**src/rtl/mdio_pkg.sv**
```systemverilog
// Shared constants for the Clause-22 MDIO responder: opcodes, FSM encodings,
// register addresses and reset values.
package mdio_pkg;

  localparam logic [1:0] OP_RD = 2'b10;
  localparam logic [1:0] OP_WR = 2'b01;

  typedef logic [3:0] state_t;

  localparam state_t StIdle  = 4'd0;
  localparam state_t StSt    = 4'd1;
  localparam state_t StOp    = 4'd2;
  localparam state_t StPhyad = 4'd3;
  localparam state_t StRegad = 4'd4;
  localparam state_t StTa    = 4'd5;
  localparam state_t StWdata = 4'd6;
  localparam state_t StRdata = 4'd7;
  localparam state_t StSkip  = 4'd8;

  localparam logic [4:0] REG_CTRL   = 5'd0;
  localparam logic [4:0] REG_STATUS = 5'd1;
  localparam logic [4:0] REG_ID1    = 5'd2;
  localparam logic [4:0] REG_ID2    = 5'd3;

  localparam logic [15:0] REG0_RST  = 16'h1140;
  localparam logic [15:0] REG1_BASE = 16'h796D;

  localparam int unsigned PREAMBLE_LEN = 32;

endpackage

```
**src/rtl/mdio_sync.sv**
```systemverilog
// Two-flop synchronizers for MDC/MDIO and MDC edge pulses in the clk domain.
module mdio_sync (
  input  logic clk,
  input  logic rst,
  input  logic mdc_i,
  input  logic mdio_i,
  output logic mdc_rise_o,
  output logic mdc_fall_o,
  output logic mdio_o
);

  logic [1:0] mdc_q;
  logic [1:0] mdio_q;
  logic       mdc_prev_q;

  always_ff @(posedge clk) begin
    if (rst) begin
      mdc_q      <= 2'b00;
      mdio_q     <= 2'b11;
      mdc_prev_q <= 1'b0;
    end else begin
      mdc_q      <= {mdc_q[0], mdc_i};
      mdio_q     <= {mdio_q[0], mdio_i};
      mdc_prev_q <= mdc_q[1];
    end
  end

  assign mdc_rise_o = mdc_q[1] & ~mdc_prev_q;
  assign mdc_fall_o = ~mdc_q[1] & mdc_prev_q;
  assign mdio_o     = mdio_q[1];

endmodule

```
**src/rtl/mdio_resp.sv**
```systemverilog
// Clause-22 MDIO responder: frame engine plus a 32x16 PHY management register file.
module mdio_resp
  import mdio_pkg::*;
#(
  parameter logic [4:0]  PHY_ADDR    = 5'h04,
  parameter logic [31:0] PHY_ID      = 32'h001C_C916,
  parameter int unsigned TIMEOUT_CYC = 1024
) (
  input  logic        clk,
  input  logic        rst,
  input  logic        eth_mdc,
  input  logic        mdio_i,
  output logic        mdio_o,
  output logic        mdio_oe,
  input  logic        link_up,
  output logic        reg_wr_stb,
  output logic [4:0]  reg_addr,
  output logic [15:0] reg_wdata,
  output logic [15:0] ctrl_reg
);

  localparam int unsigned TmoW = $clog2(TIMEOUT_CYC + 1);
  localparam logic [5:0]  PreMax = 6'(PREAMBLE_LEN);

  logic mdc_rise, mdc_fall, mdio_s;

  mdio_sync u_sync (
    .clk        (clk),
    .rst        (rst),
    .mdc_i      (eth_mdc),
    .mdio_i     (mdio_i),
    .mdc_rise_o (mdc_rise),
    .mdc_fall_o (mdc_fall),
    .mdio_o     (mdio_s)
  );

  state_t          state_q, state_d;
  logic [4:0]      pos_q, pos_d;      // frame bit index; ST's first bit is 0
  logic [5:0]      pre_q, pre_d;
  logic [14:0]     sr_q, sr_d;
  logic [15:0]     rsh_q, rsh_d;
  logic            is_rd_q, is_rd_d;
  logic            o_q, o_d, oe_q, oe_d, stb_q, stb_d;
  logic [4:0]      addr_q, addr_d;
  logic [15:0]     wdata_q, wdata_d;
  logic [TmoW-1:0] tmo_q, tmo_d;
  logic [15:0]     regs_q [32];
  logic [15:0]     regs_d [32];

  logic [4:0]  rd_addr;
  logic [15:0] rd_val;
  logic [15:0] wval;

  assign rd_addr = {sr_q[3:0], mdio_s};
  assign wval    = {sr_q, mdio_s};

  always_comb begin
    rd_val = regs_q[rd_addr];
    case (rd_addr)
      REG_STATUS: rd_val = {REG1_BASE[15:3], link_up, REG1_BASE[1:0]};
      REG_ID1:    rd_val = PHY_ID[31:16];
      REG_ID2:    rd_val = PHY_ID[15:0];
      default:    ;
    endcase
  end

  always_comb begin
    state_d = state_q;
    pos_d   = pos_q;
    pre_d   = pre_q;
    sr_d    = sr_q;
    rsh_d   = rsh_q;
    is_rd_d = is_rd_q;
    o_d     = o_q;
    oe_d    = oe_q;
    stb_d   = 1'b0;
    addr_d  = addr_q;
    wdata_d = wdata_q;
    tmo_d   = tmo_q;
    regs_d  = regs_q;

    if (mdc_rise) begin
      sr_d  = {sr_q[13:0], mdio_s};
      tmo_d = '0;
      if (state_q != StIdle) pos_d = pos_q + 5'd1;
      case (state_q)
        StIdle: begin
          if (mdio_s) begin
            if (pre_q != PreMax) pre_d = pre_q + 6'd1;
          end else if (pre_q == PreMax) begin
            state_d = StSt;
            pos_d   = 5'd1;
            pre_d   = '0;
          end else begin
            pre_d = '0;
          end
        end
        StSt: state_d = mdio_s ? StOp : StSkip;
        StOp: begin
          if (pos_q == 5'd3) begin
            case ({sr_q[0], mdio_s})
              OP_RD: begin
                is_rd_d = 1'b1;
                state_d = StPhyad;
              end
              OP_WR: begin
                is_rd_d = 1'b0;
                state_d = StPhyad;
              end
              default: state_d = StSkip;
            endcase
          end
        end
        StPhyad: begin
          if (pos_q == 5'd8) state_d = (rd_addr == PHY_ADDR) ? StRegad : StSkip;
        end
        StRegad: begin
          if (pos_q == 5'd13) begin
            addr_d  = rd_addr;
            rsh_d   = rd_val;
            state_d = StTa;
          end
        end
        StTa: begin
          if (pos_q == 5'd15) state_d = is_rd_q ? StRdata : StWdata;
        end
        StWdata: begin
          if (pos_q == 5'd31) begin
            stb_d   = 1'b1;
            wdata_d = wval;
            state_d = StIdle;
            pre_d   = '0;
            if (addr_q == REG_CTRL) begin
              if (wval[15]) begin
                for (int i = 1; i < 32; i++) regs_d[i] = '0;
                regs_d[0] = REG0_RST;
              end else begin
                regs_d[0] = wval;
              end
            end else if (addr_q > REG_ID2) begin
              regs_d[addr_q] = wval;
            end
          end
        end
        StSkip: begin
          if (pos_q == 5'd31) begin
            state_d = StIdle;
            pre_d   = '0;
          end
        end
        default: ;
      endcase
    end

    // Read turnaround: take the bus for the second TA bit, then shift data out.
    if (mdc_fall) begin
      if (state_q == StTa && is_rd_q && pos_q == 5'd15) begin
        oe_d = 1'b1;
        o_d  = 1'b0;
      end else if (state_q == StRdata) begin
        if (pos_q == 5'd0) begin
          oe_d    = 1'b0;
          o_d     = 1'b1;
          state_d = StIdle;
          pre_d   = '0;
        end else begin
          o_d   = rsh_q[15];
          rsh_d = {rsh_q[14:0], 1'b0};
        end
      end
    end

    if (state_q == StIdle) begin
      tmo_d = '0;
    end else if (!mdc_rise) begin
      if (tmo_q == TmoW'(TIMEOUT_CYC - 1)) begin
        state_d = StIdle;
        oe_d    = 1'b0;
        o_d     = 1'b1;
        pre_d   = '0;
        tmo_d   = '0;
      end else begin
        tmo_d = tmo_q + TmoW'(1);
      end
    end
  end

  always_ff @(posedge clk) begin
    if (rst) begin
      state_q <= StIdle;
      pos_q   <= '0;
      pre_q   <= '0;
      sr_q    <= '0;
      rsh_q   <= '0;
      is_rd_q <= 1'b0;
      o_q     <= 1'b1;
      oe_q    <= 1'b0;
      stb_q   <= 1'b0;
      addr_q  <= '0;
      wdata_q <= '0;
      tmo_q   <= '0;
      for (int i = 0; i < 32; i++) regs_q[i] <= (i == 0) ? REG0_RST : 16'h0000;
    end else begin
      state_q <= state_d;
      pos_q   <= pos_d;
      pre_q   <= pre_d;
      sr_q    <= sr_d;
      rsh_q   <= rsh_d;
      is_rd_q <= is_rd_d;
      o_q     <= o_d;
      oe_q    <= oe_d;
      stb_q   <= stb_d;
      addr_q  <= addr_d;
      wdata_q <= wdata_d;
      tmo_q   <= tmo_d;
      regs_q  <= regs_d;
    end
  end

  assign mdio_o     = o_q;
  assign mdio_oe    = oe_q;
  assign reg_wr_stb = stb_q;
  assign reg_addr   = addr_q;
  assign reg_wdata  = wdata_q;
  assign ctrl_reg   = regs_q[0];

endmodule

```
**config.mk**
```make
export PLATFORM = sky130hd
export DESIGN_NAME = mdio_resp
export DESIGN_NICKNAME = d
export VERILOG_FILES = /design/src/rtl/mdio_pkg.sv /design/src/rtl/mdio_sync.sv /design/src/rtl/mdio_resp.sv
export SDC_FILE = /design/constraint.sdc
export NUM_CORES = 1
export LEC_CHECK = 0
export BUFFER_PORTS_ARGS = -buffer_cell sky130_fd_sc_hd__buf_2
export CAP_MARGIN = 0
export CORE_ASPECT_RATIO = 0.5
export CORE_MARGIN = 5
export CORE_UTILIZATION = 55
export CTS_CLUSTER_SIZE = 40
export DETAILED_ROUTE_END_ITERATION = 12
export GPL_TIMING_DRIVEN = 0
export PLACE_DENSITY = 0.71
export SLEW_MARGIN = 20
export SYNTH_ARGS = -nofsm -noshare
export SYNTH_HDL_FRONTEND = slang
export SYNTH_SLANG_ARGS = --single-unit
```
**constraint.sdc**
```tcl
create_clock -name clk -period 3.8 [get_ports clk]
set_clock_uncertainty 0.1 [all_clocks]
set_input_delay 0.95 -clock clk [delete_from_list [all_inputs] [get_ports clk]]
set_output_delay 0.95 -clock clk [all_outputs]
set_load 0.02 [all_outputs]
```
After elaboration in Yosys (flattened, before gate mapping):

Cells that the tools add are included.

* add/subtract/negate cells: 3
* multiply operators: 0
* divide/modulo/power cells: 0
* magnitude comparators: 4
* eq/ne operators: 23
* shift operators: 0
* multiplexer cells: 70
* bitwise logic cells: 8
* reductions and logical operators: 18

Operators with widths (number)
* $mux 512: 2
* $bwmux 512: 1
* $mux 496: 1
* $mux 16: 10
* $bmux 16 s5: 1
* $demux 16 s5: 1
* $mux 4: 18
* $mux 6: 11
* $pmux 16 s3: 1
* $pmux 4 s7: 1
* $mux 5: 4
* $eq 4x3->1 const B: 4
* $mux 1: 16
* $eq 5x2->1 const B: 3
* $eq 5x4->1 const B: 3
* $mux 15: 1
* $ge 6x6->1 const B: 2
* $not 5->6: 2
* $pmux 6 s2: 1
* $add 11x1->11 const B: 1
* $eq 11x10->1 const B: 1
* $logic_not 5->1: 2
* $eq 4x2->1 const B: 2
* $reduce_and 4->1: 2
* other kinds (26): 35

* register bits: 599
* bits in latches: 0
* RAM bits: 0
* memory bits (read-only): 0
* input bits: 5
* output and inout bits: 40
* word-level logic and storage cells: 173
* memories: 0

Depth between registers and ports, before layout:

Gate-level depths: netlist of run 1.

* word-level depth: 13
* gate-level depth with buffers: 11
* gate-level depth less buffers: 8

By module:

From an unflattened synthesis of run 1, not the netlist that was laid out.

* cell total of the unflattened synthesis: 2647
* area total of the unflattened synthesis: 25364.3 sq um

By module, submodules not included
* mdio_resp: times used 1, cells an instance 2635, area each 25212.9 sq um, sequential area each 11891.4 sq um
* mdio_sync: times used 1, cells an instance 12, area each 151.4 sq um, sequential area each 100.1 sq um

Worst setup path after synthesis of run 1:

No wires, ideal clock.

* kind: register to register
* start: reg u_sync.mdio_q[1]
* end: reg rsh_q[13]
* library setup time: 0.087 ns
* arrival: 2.682 ns
* data required time: 3.613 ns
* path slack: 0.931 ns
* cell stages (with the launch flop): 12
* period minus slack after synthesis: 2.869 ns
* cell sequence: dfxtp_1 buf_2 buf_4 buf_4 inv_1 ha_1 o31a_1 clkbuf_1 or3_1 clkbuf_1 a211o_1 o31ai_1

* cells in the longest elaborated chain, start to end: 12
* elaborated cells on any way between the ends: 15
* classes of those cells: eq/ne: 3; mux: 11; bitwise: 1

Ends and longest elaborated chain
* from (decl): line mdio_sync.sv:13 `logic [1:0] mdio_q;`
* from (signal assigned): line mdio_sync.sv:23 `mdio_q <= {mdio_q[0], mdio_i};`
* $not 5->6 (not written as such): line mdio_resp.sv:58 `rd_val = regs_q[rd_addr];`
* $bmux 16 s5: line mdio_resp.sv:58
* $mux 16 (not written as such) (2 in a row): line mdio_resp.sv:58
* $pmux 16 s3 *: line mdio_resp.sv:59 `case (rd_addr)`
* $mux 16 *: line mdio_resp.sv:118 `if (pos_q == 5'd13) begin`
* $mux 16 *: line mdio_resp.sv:86 `case (state_q)`
* $mux 16 *: line mdio_resp.sv:82 `if (mdc_rise) begin`
* $mux 16: line mdio_resp.sv:161 `if (pos_q == 5'd0) begin`
* $mux 16: line mdio_resp.sv:160 `end else if (state_q == StRdata) begin`
* $mux 16: line mdio_resp.sv:157 `if (state_q == StTa && is_rd_q && pos_q == 5'd15) begin`
* $mux 16 *: line mdio_resp.sv:156 `if (mdc_fall) begin`
* to (signal assigned): line mdio_resp.sv:208 `rsh_q <= rsh_d;`
* to (decl): line mdio_resp.sv:41 `logic [15:0] rsh_q, rsh_d;`

Mark *: on every way between the ends. The rest lies on a longest branch, timed or not. The select of a mux whose other input is x is not followed.
A chain may end at the register's enable or synchronous reset.

Worst setup path after layout of run 1:

* start: reg sr_q[2]
* end: reg rsh_q[11]

* cells in the longest elaborated chain, start to end: 12
* elaborated cells on any way between the ends: 15
* classes of those cells: eq/ne: 3; mux: 11; bitwise: 1

Ends and longest elaborated chain
* from (decl): line mdio_resp.sv:40 `logic [14:0] sr_q, sr_d;`
* from (signal assigned): line mdio_resp.sv:207 `sr_q <= sr_d;`
* $not 5->6 (not written as such): line mdio_resp.sv:58
* $bmux 16 s5: line mdio_resp.sv:58
* $mux 16 (not written as such) (2 in a row): line mdio_resp.sv:58
* $pmux 16 s3 *: line mdio_resp.sv:59
* $mux 16 *: line mdio_resp.sv:118
* $mux 16 *: line mdio_resp.sv:86
* $mux 16 *: line mdio_resp.sv:82
* $mux 16: line mdio_resp.sv:161
* $mux 16: line mdio_resp.sv:160
* $mux 16: line mdio_resp.sv:157
* $mux 16 *: line mdio_resp.sv:156

Marks and branches as above.

==> results of run 1 <==
kinds of logic (layout without fill, tap and decap cells):
family,after synthesis,in the layout,share of synthesized area (%)
other,0,3,0
xor gates and xnor gates,8,8,0.277
adders and majority gates,13,13,0.643
and+or+nand+nor,867,867,15.2
muxes,158,158,11.6
DFF,599,599,47.4
buffers and inverters,295,434,5.17
AOI/OAI and AO/OA,699,699,19.7
worst max path at each step:
stage | start | to | slack [ns]
floorplan | u_sync.mdio_q[1] | rsh_q[13] | 0.93
global placement | sr_q[0] | rsh_q[4] | -0.49
detailed placement | sr_q[0] | rsh_q[4] | -0.45
CTS | u_sync.mdio_q[1] | rsh_q[4] | -0.009
global route | pos_q[3] | regs_q[154] | -0.02
finish | sr_q[2] | rsh_q[11] | -0.17
final cells by class:
| class | instances | area [um2] | area share [%] |
|---|---|---|---|
| multi-input combinational | 1745 | 12100 | 42.9 |
| buffer | 275 | 1270 | 4.51 |
| clock inverter | 16 | 183 | 0.649 |
| sequential | 599 | 12000 | 42.6 |
| antenna | 3 | 7.51 | 0.0267 |
| tap | 598 | 748 | 2.66 |
| clock buffer | 77 | 1550 | 5.50 |
| inverter | 18 | 75.1 | 0.267 |
| timing repair buffer | 48 | 253 | 0.898 |
power groups by stage:
stage	clock [mW]	combinational (mW)	sequential, mW
3_5_place_dp	0	0.358	6.42
4_1_cts	5.51	0.362	6.28
5_1_grt	5.80	0.388	6.28
3_3_place_gp	0	0.358	6.43
6_report	5.56	0.387	6.28
2_1_floorplan	0	0.200	6.42
timing repair:
action                     CTS  global route
pin swaps                    1             0
setup buffers                1             4
setup endpoints to repair  104           333
resized for setup           15            15
hold endpoints to repair     0             0
layout by cell type, fill, tap and decap left out, types with 6 or more instances in the layout:
| master | count |
|---|---|
| buf_2 | 113 |
| o22ai_1 | 23 |
| a21oi_1 | 102 |
| a21oi_2 | 20 |
| or3_1 | 6 |
| and3_1 | 9 |
| o221ai_1 | 7 |
| clkbuf_16 | 53 |
| a31oi_1 | 7 |
| mux2i_1 | 48 |
| nand3b_1 | 6 |
| ha_1 | 13 |
| nor3b_1 | 13 |
| nand2_1 | 127 |
| nor2b_1 | 14 |
| inv_1 | 15 |
| o21ai_0 | 25 |
| and2_1 | 62 |
| buf_1 | 8 |
| a22o_1 | 12 |
| nor4_1 | 6 |
| nand2b_1 | 7 |
| mux4_2 | 108 |
| clkinv_2 | 11 |
| clkbuf_2 | 6 |
| clkbuf_1 | 170 |
| a211oi_1 | 12 |
| or2_2 | 8 |
| a22oi_1 | 446 |
| clkbuf_8 | 13 |
| nor3_1 | 22 |
| buf_4 | 31 |
| dfxtp_1 | 599 |
| nor2_1 | 515 |
| nand3_1 | 39 |
critical path, stage by stage (launching register included):
cell and delay, ns:
dfxtp_1 0.67, clkbuf_2 0.63, clkbuf_1 0.80, buf_1 0.74, nand3_1 0.17, a31oi_1 0.40, nor2_1 0.13, nor4_1 0.19
metrics by stage:
step	worst slack [ns]	cells	setup TNS (ns)
CTS	-0.00925	3373	-0.00925
finish	-0.168	3379	-0.453
global placement	-0.487	3280	-7.19
global route	-0.0209	3376	-0.0747
floorplan	0.931	2639	0
detailed placement	-0.448	3280	-9.08
metal layers:
metal  vias to the layer above  wire, um  GRT usage, %
li1                       9776         -             -
met1                     11400     39200          53.8
met2                      1823     38400          50.8
met3                       281     16500          15.3
met4                         4      3810          11.9
met5                         -        21             0
==> impl_metrics.ini, run 1 <==
[power]
power.leakage_nw = 9.86
internal_power_mw = 9.44
peakVddDrop_uv = 302
sw_frac_of_total_pct = 22.8
power_frac_comb_pct = 3.2
seqPwrFrac_pct = 51.4
power_density_nw_per_um2 = 434
total_power_mw = 12.2
pwr-share-clk_pct = 45.5
power.switching_mw = 2.78

[timing]
setup_violations = 3
fin_crit_ns = 3.97
tightest_slew_ns = 1.24
finalHoldViolations = 0
max_freq_mhz = 252
hold_ws_ns = 0.322
slew_headroom_pct = 17.1
slew_viol_final = 0
fin_crit_sh_pct = 104
finalWorstSetupSlack_ns = -0.168

[min_path]
min_from = u_sync.mdio_q[0]
min_path_type = reg2reg
holdPathEnd = u_sync.mdio_q[1]
hold_path_depth = 1

[synth]
synth_edf_count = 0
synth_cell_type_count = 69
ys_async_sr_fraction_pct = 0
syn_area_um2 = 25300
synthFlopType = dfxtp_1
ys_seq_area_share_pct = 47.4
syn-instance-count = 2639
yosys_warnings = 0
synth_fp_nets = 2657
yosysMostFrequentCell = dfxtp_1
ys_ff_latch = 599
synth_top_area_share_pct = 47.4
yosysTopAreaCell = dfxtp_1
avgSynthCellArea_um2 = 9.59
synth.area.top_cells = dfxtp_1 (47%), a22oi_1 (13%), mux4_2 (9.6%)
synth_common_cells = dfxtp_1 (599), nor2_1 (516), a22oi_1 (446)

[cts]
cts_hold_buf = 0
clkTransAtPathRegs_ns = 0.07
clock_sinks = 599
clk_latency_ns = 0.59
root_buffer = clkbuf_16
clockBufferDepth = 3
numCtsBuffers = 51
htree_levels = 2
cts_tree = built

[worst_setup_path]
critPathKind = reg2reg
rrSetupSlack_ns = -0.17
required_ns = 4.19
worstPathArrival_ns = 4.36
r2r-start = sr_q[2]
end_kind = register
start_kind = register
cp_max_fo = 11
worst_r2r_endpoint = rsh_q[11]
r2r_cells = 7

[global_route]
antenna_found_initial = 7
grt_overflow = 0
grt_max_degree = 16
track_usage_pct = 37.3
grt_pass1_vias = 20900
grt_first_pass_wirelength_mm = 142

[layout]
finalNetCount = 2756
fill_cells = 3820
syn2layout_area_growth_pct = 11.2
design_area_um2 = 28100
drive_above_1_share_pct = 14.3
largest_reg_flops = 496
final_core_util_pct = 62.0
top_register = regs_q

[route]
routed_wl_mm = 97.9
first_pass_iters = 6
post_drt_wl_per_cell_um = 29.0
antenna_left = 0
drc = 0
num_vias = 23200
drt_iter0_markers = 4212
vias_per_cell = 6.88

[die]
core_um2 = 45300
die_area_um2 = 50600
initial_core_util_pct = 55.8
rows = 55
ios = 45
die_h_um = 162
die_x_um = 313

[run_status]
violations = setup timing
status = complete, but fails checks

[placed_design]
port_buffers = 43
place_congestion = 1.03
dp.final_hpwl_mm = 68.9
placed_cell_area_um2 = 26300

[run]
maxCapViolCount = 0
Power figures use the tool's default switching activity.
==> run 2, diff against run 1 <==
--- a/config.mk
+++ b/config.mk
@@ -9,11 +9,10 @@
 export CAP_MARGIN = 0
 export CORE_ASPECT_RATIO = 0.5
 export CORE_MARGIN = 5
-export CORE_UTILIZATION = 55
+export CORE_UTILIZATION = 40
 export CTS_CLUSTER_SIZE = 40
 export DETAILED_ROUTE_END_ITERATION = 12
 export GPL_TIMING_DRIVEN = 0
-export PLACE_DENSITY = 0.71
 export SLEW_MARGIN = 20
 export SYNTH_ARGS = -nofsm -noshare
 export SYNTH_HDL_FRONTEND = slang
==> impl_metrics.ini, run 2 (synthesis results as in run 1) <==
[power]
seqPwrFrac_pct = 50.3
pwr-share-clk_pct = 46.5
power_frac_comb_pct = 3.1
total_power_mw = 12.5
power.switching_mw = 2.84
internal_power_mw = 9.65
power.leakage_nw = 9.93
peakVddDrop_uv = 347
power_density_nw_per_um2 = 437
sw_frac_of_total_pct = 22.7

[timing]
slew_viol_final = 0
setup_violations = 3
finalWorstSetupSlack_ns = -0.142
finalHoldViolations = 0
fin_crit_sh_pct = 104
tightest_slew_ns = 1.22
fin_crit_ns = 3.94
setup_tns_ns = -0.260
slew_headroom_pct = 18.9
max_freq_mhz = 254

[route]
num_vias = 22800
routed_wl_mm = 101
drc = 0
vias_per_cell = 6.30
antenna_left = 0
drt_iter0_markers = 3257
first_pass_iters = 8
post_drt_wl_per_cell_um = 27.8

[cts]
clkTransAtPathRegs_ns = 0.07
cts_tree = built
cts_hold_buf = 0
clk_latency_ns = 0.61
clock_sinks = 599
htree_levels = 2
clockBufferDepth = 3
numCtsBuffers = 54
root_buffer = clkbuf_16

[global_route]
grt_first_pass_wirelength_mm = 145
grt_pass1_vias = 21000
grt_max_degree = 15
grt_overflow = 0
track_usage_pct = 28.4
antenna_found_initial = 3

[die]
ios = 45
initial_core_util_pct = 40.2
rows = 65
die_area_um2 = 68700
die_h_um = 188
core_um2 = 62900
die_x_um = 366

[worst_setup_path]
crit_path_cell_trace = buf_2 > buf_1 > clkbuf_2 > clkbuf_1 > nand3_1 > a31oi_1 > o21ai_0 > o21ai_0
rrSetupSlack_ns = -0.14
required_ns = 4.23
r2r-start = sr_q[1]
crit_top_cell = o21ai_0
critPathKind = reg2reg
r2r_cells = 8
worst_r2r_endpoint = rsh_q[10]
cp_max_fo = 10
crit_start = sr_q[1]
worstPathArrival_ns = 4.37
end_kind = register
slowest_stage = clkbuf_1
start_kind = register
critPathMaxStageDelay_ns = 0.75

[min_path]
holdPathEnd = u_sync.mdio_q[1]
hold_path_depth = 1
min_path_type = reg2reg
min_from = u_sync.mdio_q[0]

[placed_design]
place_congestion = 0.974
dp.final_hpwl_mm = 71.2
port_buffers = 43

[layout]
drive_above_1_share_pct = 14.5
final_cell_mix = dfxtp_1 (599), nor2_1 (515), a22oi_1 (446)
finalNetCount = 2760
top_register = regs_q
largest_reg_flops = 496
syn2layout_area_growth_pct = 12.9
layout_commonest_cell = dfxtp_1

[run]
maxCapViolCount = 0

[run_status]
violations = setup timing
status = complete, but fails checks
==> run 2: cell types whose count changed in the layout (fill, tap and decap cells not counted), moves of 2 or more <==
cell | before | now
clkbuf_1 | 170 | 172
clkbuf_16 | 53 | 57
clkbuf_4 | 0 | 2
clkbuf_8 | 13 | 18
clkinv_2 | 11 | 9
diode_2 | 3 | 1
==> run 2: power groups by stage <==
stage	registers, mW	clock network (mW)	logic, mW
final	6.28	5.81	0.391
after global routing	6.28	6.09	0.396
after CTS	6.28	5.81	0.370
after detailed placement	6.43	0	0.367
after global placement	6.43	0	0.368
after floorplan	6.42	0	0.200
==> run 2: how the worst max path moves through the flow <==
| stage | cells after the start | endpoint | slack, ns |
|---|---|---|---|
| after floorplan | 11 | rsh_q[13] | 0.93 |
| after global placement | 11 | rsh_q[4] | -0.52 |
| after detailed placement | 11 | rsh_q[4] | -0.45 |
| after CTS | 9 | rsh_q[5] | -0.01 |
| after global routing | 11 | rsh_q[4] | -0.006 |
| final | 8 | rsh_q[10] | -0.14 |
==> run 2: per-layer routing <==
metal,GRT usage (%),wire [um]
met4,11.0,4740
met3,8.35,12600
met5,0,39
met2,40.5,41100
met1,40.3,42200
==> run 2: timing repair <==
item / CTS / global route
resized for setup: 12 / 21
pin swaps: 1 / 0
buffers inserted: 1 / 3
setup endpoints to repair: 162 / 312
==> run 2: worst max-delay path: cells and delay by family, from the launching register on <==
| family | cells | cell delay, ns |
|---|---|---|
| buffers and inverters | 4 | 2.44 |
| AO/OA/AOI/OAI | 3 | 0.75 |
| flip-flops | 1 | 0.33 |
| AND/OR/NAND/NOR | 1 | 0.21 |
==> run 2: final cells by class <==
| cell class | instances | area [um2] |
|---|---|---|
| diodes | 1 | 2.50 |
| clock buffers | 87 | 1720 |
| clock inverters | 12 | 135 |
| inverters | 18 | 75.1 |
| well taps | 837 | 1050 |
| flip-flops and latches | 599 | 12000 |
| fillers | 6027 | 34300 |
| multi-input cells | 1745 | 12100 |
| plain buffers | 276 | 1280 |
| repair buffers | 48 | 253 |
==> run 2: stage by stage <==
stage | instances | setup WS, ns | hold WS [ns] | instance area, um2 | utilization [%]
floorplan | 2639 | 0.931 | 0.289 | 25300 | -
global placement | 3519 | -0.521 | 0.297 | 26600 | 42.3
detailed placement | 3520 | -0.453 | 0.302 | 26600 | 42.3
CTS | 3619 | -0.0137 | 0.320 | 28500 | 45.3
global route | 3622 | -0.00582 | 0.337 | 28600 | 45.4
finish | 3623 | -0.142 | 0.318 | 28600 | 45.4
